<file path="src/rtl/hub_pkg.sv">
// Shared constants and state encodings for the serial broadcast hub.
// Build option: HUB_PARITY_EN adds one even-parity bit per frame.
package hub_pkg;

  localparam logic [7:0] SFD = 8'b1010_1011;

  typedef enum logic [1:0] {
    RX_HUNT,
    RX_DATA,
    RX_PAR
  } rx_st_t;

  typedef enum logic [2:0] {
    TX_IDLE,
    TX_SFD,
    TX_DATA,
    TX_PAR,
    TX_GAP
  } tx_st_t;

endpackage

</file>
<file path="src/rtl/hub_rx_port.sv">
// One rx lane: SFD hunt, deserialiser, optional parity check, frame FIFO.
// Build option: HUB_PARITY_EN enables the parity bit after the payload.
module hub_rx_port
  import hub_pkg::*;
#(
  parameter int DATA_W     = 8,
  parameter int FIFO_DEPTH = 4
) (
  input  logic              clk,
  input  logic              reset_n,
  input  logic              rx,
  input  logic              pop,
  output logic              empty,
  output logic [DATA_W-1:0] frame_out,
  output logic              drop
);

  localparam int AW = $clog2(FIFO_DEPTH);
  localparam int BW = $clog2(DATA_W) + 1;
`ifdef HUB_PARITY_EN
  localparam rx_st_t RX_AFTER = RX_PAR;
  localparam bit     PAR_EN   = 1'b1;
`else
  localparam rx_st_t RX_AFTER = RX_HUNT;
  localparam bit     PAR_EN   = 1'b0;
`endif

  rx_st_t            r_st, w_st_nx;
  logic [7:0]        r_shift;
  logic [7:0]        w_shift_nx;
  logic [BW-1:0]     r_cnt;
  logic [DATA_W-1:0] r_data;
  logic [DATA_W-1:0] w_data_nx;
  logic              r_pend, r_drop;
  logic              w_hit, w_last, w_pend_set;
  logic              w_bad, w_full, w_push, w_pop;
  logic [DATA_W-1:0] r_mem [FIFO_DEPTH];
  logic [AW-1:0]     r_wp, r_rp;
  logic [AW:0]       r_count;

  assign w_shift_nx = {r_shift[6:0], rx};
  assign w_data_nx  = (r_data << 1) | DATA_W'(rx);
  assign w_hit      = (r_st == RX_HUNT) && (w_shift_nx == SFD);
  assign w_last     = (r_st == RX_DATA) &&
                      (r_cnt == BW'(DATA_W - 1));
  assign w_pend_set = PAR_EN ? (r_st == RX_PAR) : w_last;

  always_comb begin
    w_st_nx = r_st;
    unique case (r_st)
      RX_HUNT: if (w_hit) w_st_nx = RX_DATA;
      RX_DATA: if (w_last) w_st_nx = RX_AFTER;
      default: w_st_nx = RX_HUNT;
    endcase
  end

  always_ff @(posedge clk) begin
    if (!reset_n) r_st <= RX_HUNT;
    else          r_st <= w_st_nx;
  end

  always_ff @(posedge clk) begin
    if (!reset_n) begin
      r_shift <= '0;
      r_cnt   <= '0;
      r_data  <= '0;
      r_pend  <= 1'b0;
    end else begin
      r_pend <= w_pend_set;
      if (r_st == RX_HUNT) begin
        r_shift <= w_hit ? 8'h00 : w_shift_nx;
        r_cnt   <= '0;
      end else if (r_st == RX_DATA) begin
        r_data <= w_data_nx;
        r_cnt  <= r_cnt + 1'b1;
      end
    end
  end

`ifdef HUB_PARITY_EN
  logic r_bad;
  always_ff @(posedge clk) begin
    if (!reset_n) r_bad <= 1'b0;
    else          r_bad <= (r_st == RX_PAR) && (^{r_data, rx});
  end
  assign w_bad = r_bad;
`else
  assign w_bad = 1'b0;
`endif

  // Full is judged on the count before any same-cycle pop.
  assign w_full = (r_count == (AW + 1)'(FIFO_DEPTH));
  assign w_push = r_pend && !w_bad && !w_full;
  assign w_pop  = pop && !empty;

  always_ff @(posedge clk) begin
    if (w_push) r_mem[r_wp] <= r_data;
  end

  always_ff @(posedge clk) begin
    if (!reset_n) begin
      r_wp    <= '0;
      r_rp    <= '0;
      r_count <= '0;
      r_drop  <= 1'b0;
    end else begin
      r_drop <= r_pend && (w_bad || w_full);
      if (w_push) r_wp <= r_wp + 1'b1;
      if (w_pop)  r_rp <= r_rp + 1'b1;
      unique case ({w_push, w_pop})
        2'b10:   r_count <= r_count + 1'b1;
        2'b01:   r_count <= r_count - 1'b1;
        default: r_count <= r_count;
      endcase
    end
  end

  assign empty     = (r_count == '0);
  assign frame_out = r_mem[r_rp];
  assign drop      = r_drop;

endmodule

</file>
<file path="src/rtl/serial_hub.sv">
// N-port serial broadcast hub: per-port rx FIFOs, round-robin tx.
// Build option: HUB_PARITY_EN appends even parity on every tx frame.
module serial_hub
  import hub_pkg::*;
#(
  parameter int NPORTS     = 3,
  parameter int DATA_W     = 8,
  parameter int FIFO_DEPTH = 4,
  parameter int IFG_CYC    = 2
) (
  input  logic              clk,
  input  logic              reset_n,
  input  logic [NPORTS-1:0] rx,
  output logic [NPORTS-1:0] tx,
  output logic              busy,
  output logic [NPORTS-1:0] drop
);

  localparam int PW   = $clog2(NPORTS);
  localparam int CMAX = (IFG_CYC > 32) ? IFG_CYC : 32;
  localparam int CW   = $clog2(CMAX + 1);
`ifdef HUB_PARITY_EN
  localparam tx_st_t TX_AFTER = TX_PAR;
`else
  localparam tx_st_t TX_AFTER = TX_GAP;
`endif

  logic [NPORTS-1:0] w_empty, w_pop;
  logic [DATA_W-1:0] w_frame [NPORTS];

  for (genvar g = 0; g < NPORTS; g++) begin : g_rx
    hub_rx_port #(
      .DATA_W    (DATA_W),
      .FIFO_DEPTH(FIFO_DEPTH)
    ) u_rx (
      .clk      (clk),
      .reset_n  (reset_n),
      .rx       (rx[g]),
      .pop      (w_pop[g]),
      .empty    (w_empty[g]),
      .frame_out(w_frame[g]),
      .drop     (drop[g])
    );
  end

  tx_st_t            r_st, w_st_nx;
  logic [CW-1:0]     r_cnt;
  logic [PW-1:0]     r_rr, r_src, w_gnt, w_rr_nx;
  logic [DATA_W-1:0] r_sh;
  logic [NPORTS-1:0] r_tx, w_src_oh;
  logic              w_found, w_grant, w_on, w_bit, w_par;

  // Scan downward so the nearest non-empty port above rr_ptr wins.
  always_comb begin
    w_found = 1'b0;
    w_gnt   = r_rr;
    for (int i = NPORTS - 1; i >= 0; i--) begin
      if (!w_empty[(int'(r_rr) + i) % NPORTS]) begin
        w_found = 1'b1;
        w_gnt   = PW'((int'(r_rr) + i) % NPORTS);
      end
    end
  end

  assign w_grant  = (r_st == TX_IDLE) && w_found;
  assign w_pop    = w_grant ? (NPORTS'(1) << w_gnt) : '0;
  assign w_rr_nx  = (w_gnt == PW'(NPORTS - 1)) ? '0 : w_gnt + 1'b1;
  assign w_src_oh = NPORTS'(1) << r_src;

  always_comb begin
    w_st_nx = r_st;
    w_on    = 1'b0;
    w_bit   = 1'b0;
    unique case (r_st)
      TX_IDLE: if (w_found) w_st_nx = TX_SFD;
      TX_SFD: begin
        w_on  = 1'b1;
        w_bit = SFD[3'd7 - r_cnt[2:0]];
        if (r_cnt == CW'(7)) w_st_nx = TX_DATA;
      end
      TX_DATA: begin
        w_on  = 1'b1;
        w_bit = r_sh[DATA_W-1];
        if (r_cnt == CW'(DATA_W - 1)) w_st_nx = TX_AFTER;
      end
      TX_PAR: begin
        w_on    = 1'b1;
        w_bit   = w_par;
        w_st_nx = TX_GAP;
      end
      TX_GAP: if (r_cnt == CW'(IFG_CYC - 1)) w_st_nx = TX_IDLE;
      default: w_st_nx = TX_IDLE;
    endcase
  end

  always_ff @(posedge clk) begin
    if (!reset_n) r_st <= TX_IDLE;
    else          r_st <= w_st_nx;
  end

  always_ff @(posedge clk) begin
    if (!reset_n) begin
      r_cnt <= '0;
      r_rr  <= '0;
      r_src <= '0;
      r_sh  <= '0;
      r_tx  <= '0;
    end else begin
      r_cnt <= (w_st_nx != r_st) ? '0 : r_cnt + 1'b1;
      r_tx  <= w_on ? ({NPORTS{w_bit}} & ~w_src_oh) : '0;
      if (w_grant) begin
        r_src <= w_gnt;
        r_sh  <= w_frame[w_gnt];
        r_rr  <= w_rr_nx;
      end else if (r_st == TX_DATA) begin
        r_sh <= r_sh << 1;
      end
    end
  end

`ifdef HUB_PARITY_EN
  logic r_par;
  always_ff @(posedge clk) begin
    if (!reset_n)     r_par <= 1'b0;
    else if (w_grant) r_par <= ^w_frame[w_gnt];
  end
  assign w_par = r_par;
`else
  assign w_par = 1'b0;
`endif

  assign tx   = r_tx;
  assign busy = (r_st != TX_IDLE);

endmodule

</file>
<file path="config.mk">
export PLATFORM = sky130hd
export DESIGN_NAME = serial_hub
export DESIGN_NICKNAME = d
export VERILOG_FILES = /design/src/rtl/hub_pkg.sv /design/src/rtl/hub_rx_port.sv /design/src/rtl/serial_hub.sv
export SDC_FILE = /design/constraint.sdc
export NUM_CORES = 1
export LEC_CHECK = 0
export CORE_ASPECT_RATIO = 2
export CORE_MARGIN = 1.5
export CORE_UTILIZATION = 60
export DETAILED_ROUTE_END_ITERATION = 6
export GPL_ROUTABILITY_DRIVEN = 0
export MAX_ROUTING_LAYER = met4
export PLACE_DENSITY = 0.77
export SYNTH_ARGS = -nofsm -noshare
export SYNTH_HDL_FRONTEND = slang
export SYNTH_SLANG_ARGS = --single-unit
</file>
<file path="constraint.sdc">
create_clock -name clk -period 5.7 [get_ports clk]
set_clock_uncertainty 0.2 [all_clocks]
set_input_delay 1.14 -clock clk [delete_from_list [all_inputs] [get_ports clk]]
set_output_delay 1.14 -clock clk [all_outputs]
set_load 0.02 [all_outputs]
</file>
==> flow_summary.json <==
{
  "drt_iter0_markers": 302,
  "start_kind": "flip-flop",
  "wl_per_cell_um": 18.0,
  "vias": 5179,
  "root_buffer": "clkbuf_16",
  "grt_pass1_vias": 5443,
  "period_share": 0.764,
  "cp.arrival_ns": 4.57,
  "worst_slew_pin_slew_ns": 1.06,
  "yosys_warnings": 0,
  "cts-htree-levels": 1,
  "clkLatencyLatePin_ns": 0.48,
  "ys_seq_area_frac": 0.592,
  "grt_max_degree": 45,
  "start_util": 0.615,
  "place.detailed.instances": 859,
  "rr_startpoint": "r_rr[0]$_SDFFE_PN0N_",
  "wl_mm": 16.1,
  "ir_drop_uv": 209,
  "required_ns": 5.91,
  "hold_slack_ns": 0.254,
  "power.leakage_nw": 3.17,
  "syn_inst": 688,
  "area_delta_synth_final_pct": 8.88,
  "post_cts_resized": 0,
  "max_cap_violations": 0,
  "synth.net_count": 717,
  "ys_seq_elements": 213,
  "critical_path_buf_inv_count": 2,
  "core-area_mm2": 0.0144,
  "synth-edff-count": 96,
  "worst_path_dominant_cell_family": "simple AND/OR/NAND/NOR gates",
  "path_clk_slew_ns": 0.07,
  "holdBufCountCts": 0,
  "min-delay-start": "g_rx[2].u_rx.r_cnt[0]$_SDFFE_PP0P_",
  "synthesis.area_mm2": 0.00882,
  "setup_violations": 0,
  "clock_sinks": 213,
  "place_ws_ns": 1.50,
  "fin_nets": 716,
  "status": "finished, final reports clean",
  "cts_made_buffers": 18,
  "clock.fmax_ghz": 0.230,
  "max_stage_delay_ns": 0.61,
  "synthArstFlopShare": 0,
  "core.rowCount": 62,
  "grt_first_pass_wirelength_mm": 25.8,
  "drive_gt1_frac": 0.0873,
  "slowest_stage": "a21oi_1",
  "antenna_cells": 0,
  "max_slew_margin": 0.289,
  "chipWidth_um": 88.7,
  "p_per_area_mw_per_mm2": 406,
  "antenna_found_initial": 0,
  "setup_tns_ns": 0,
  "hpwlAfterDp_mm": 11.5,
  "dieArea_mm2": 0.0155,
  "cp_cell_sequence": "inv_1, ha_1, nor4_1, a21o_1, a32oi_1, a21oi_1, nor2_1, nor2_1, ha_1, inv_1, fa_1, xor2_1, or3_1, a21boi_0",
  "ys_types": 61,
  "cts_setup_buffers": 0,
  "worstPathMaxFanout": 13,
  "hold_class": "flip-flop to flip-flop",
  "slew_violations": 0,
  "rsz0062_at_grt": "false",
  "finalHoldViolCount": 0,
  "stdcell_count": 891,
  "ant_nets": 0,
  "grt_overflow_total": 0,
  "critPathCaptureType": "flip-flop",
  "io_buffers": 11,
  "cts_tree": "done",
  "firstDrtPassIters": 7,
  "synth_area_per_cell_um2": 12.8,
  "routed_via_density": 5.81,
  "critPathKind": "flip-flop to flip-flop",
  "cts_buffer_depth": 3,
  "postLayoutSetupSlackWorst_ns": 1.34,
  "fp.dieH_um": 174,
  "pin_count": 12,
  "synth-main-ff-cell": "dfxtp_1",
  "worstSetupStartpoint": "r_rr[0]$_SDFFE_PN0N_",
  "track_usage": 0.223,
  "drcViolationCount": 0,
  "period_minus_slack_ns": 4.36
}
==> cells by family (layout without fill, tap and decap cells) <==
group           Yosys count  after routing  share of synthesized area
flops                   213            213                      0.592
buf+inv                  62             73                     0.0285
simple gates            196            196                      0.125
fa+ha+maj                25             25                     0.0377
xor+xnor                 22             22                     0.0218
mux                      68             68                      0.111
compound gates          102            102                     0.0828
==> stage by stage <==
step           total power [mW]  area, µm²  utilization
5_1_grt                    4.09       9600        0.669
4_1_cts                    3.91       9600        0.669
3_5_place_dp               2.72       9030        0.629
6_report                   3.90       9600        0.669
2_1_floorplan              2.51       8820            -
3_3_place_gp               2.67       9030        0.629
==> power by group <==
group          total [mW]  internal [mW]  switching (mW)
clock                1.17          0.655           0.520
combinational       0.992          0.373           0.619
sequential           1.73           1.64          0.0843
==> layer usage <==
metal | vias to the layer above | wire (µm) | track usage
met2 | 125 | 9250 | 0.425
met5 | - | 0 | -
li1 | 2498 | - | -
met1 | 2506 | 5600 | 0.211
met3 | 50 | 604 | 0.0347
met4 | 0 | 603 | 0.0879
==> registers in the layout, indices dropped and copies added, names as in the netlist, 3 cells and up, named ones only <==
signal             count
g_rx.u_rx.drop         3
g_rx.u_rx.r_cnt       12
g_rx.u_rx.r_count      9
g_rx.u_rx.r_data      24
g_rx.u_rx.r_mem       96
g_rx.u_rx.r_pend       3
g_rx.u_rx.r_rp         6
g_rx.u_rx.r_shift     21
g_rx.u_rx.r_st         3
g_rx.u_rx.r_wp         6
r_cnt                  6
r_sh                   8
r_st                   3
tx                     3
==> cells in the final DEF (no fill, tap or decap), drive strengths merged, types with 12 or more instances in the layout <==
master    n
and2     28
nand3    12
xnor2    14
nor2b    48
clkbuf   20
nor2     31
o21ai    30
a32o     12
edfxtp   96
a21oi    14
mux2i    43
inv      28
dfxtp   117
ha       21
nand2    34
mux4     24
==> area by class of cell <==
| class | count | area (µm²) |
|---|---|---|
| Multi-Input combinational cell | 413 | 3340 |
| Clock inverter | 12 | 90.1 |
| Clock buffer | 20 | 479 |
| Inverter | 28 | 105 |
| Sequential cell | 213 | 5230 |
| Fill cell | 1018 | 4750 |
| Tap cell | 192 | 240 |
| Timing Repair Buffer | 13 | 120 |
==> synthesized netlist by cell type (all sizes together), types with 5 or more instances <==
cell type	count	area share
a21boi	10	0.0085
and2	28	0.020
o31a	7	0.0070
nor2b	48	0.034
or3	5	0.0035
nand3	12	0.0068
and3	5	0.0035
clkbuf	24	0.010
nand2	34	0.014
buf	10	0.0064
mux2i	43	0.049
nor3	10	0.0057
inv	28	0.012
edfxtp	96	0.33
mux4	24	0.061
xor2	8	0.0079
ha	21	0.030
dfxtp	117	0.27
xnor2	14	0.014
a21oi	14	0.0079
o21ai	30	0.017
nor2	31	0.013
a32o	12	0.014
==> final timing paths <==
check	to	slack, ns	depth (start not counted)
worst max register to register	g_rx[0].u_rx.r_count[2]$_SDFFE_PN0P_	1.34	14
worst min-delay path	g_rx[2].u_rx.r_cnt[0]$_SDFFE_PP0P_	0.25	1
worst min register to register	g_rx[2].u_rx.r_cnt[0]$_SDFFE_PP0P_	0.25	1
worst max-delay path	g_rx[0].u_rx.r_count[2]$_SDFFE_PN0P_	1.34	14
Note: power is estimated with default switching activity, not from simulation.
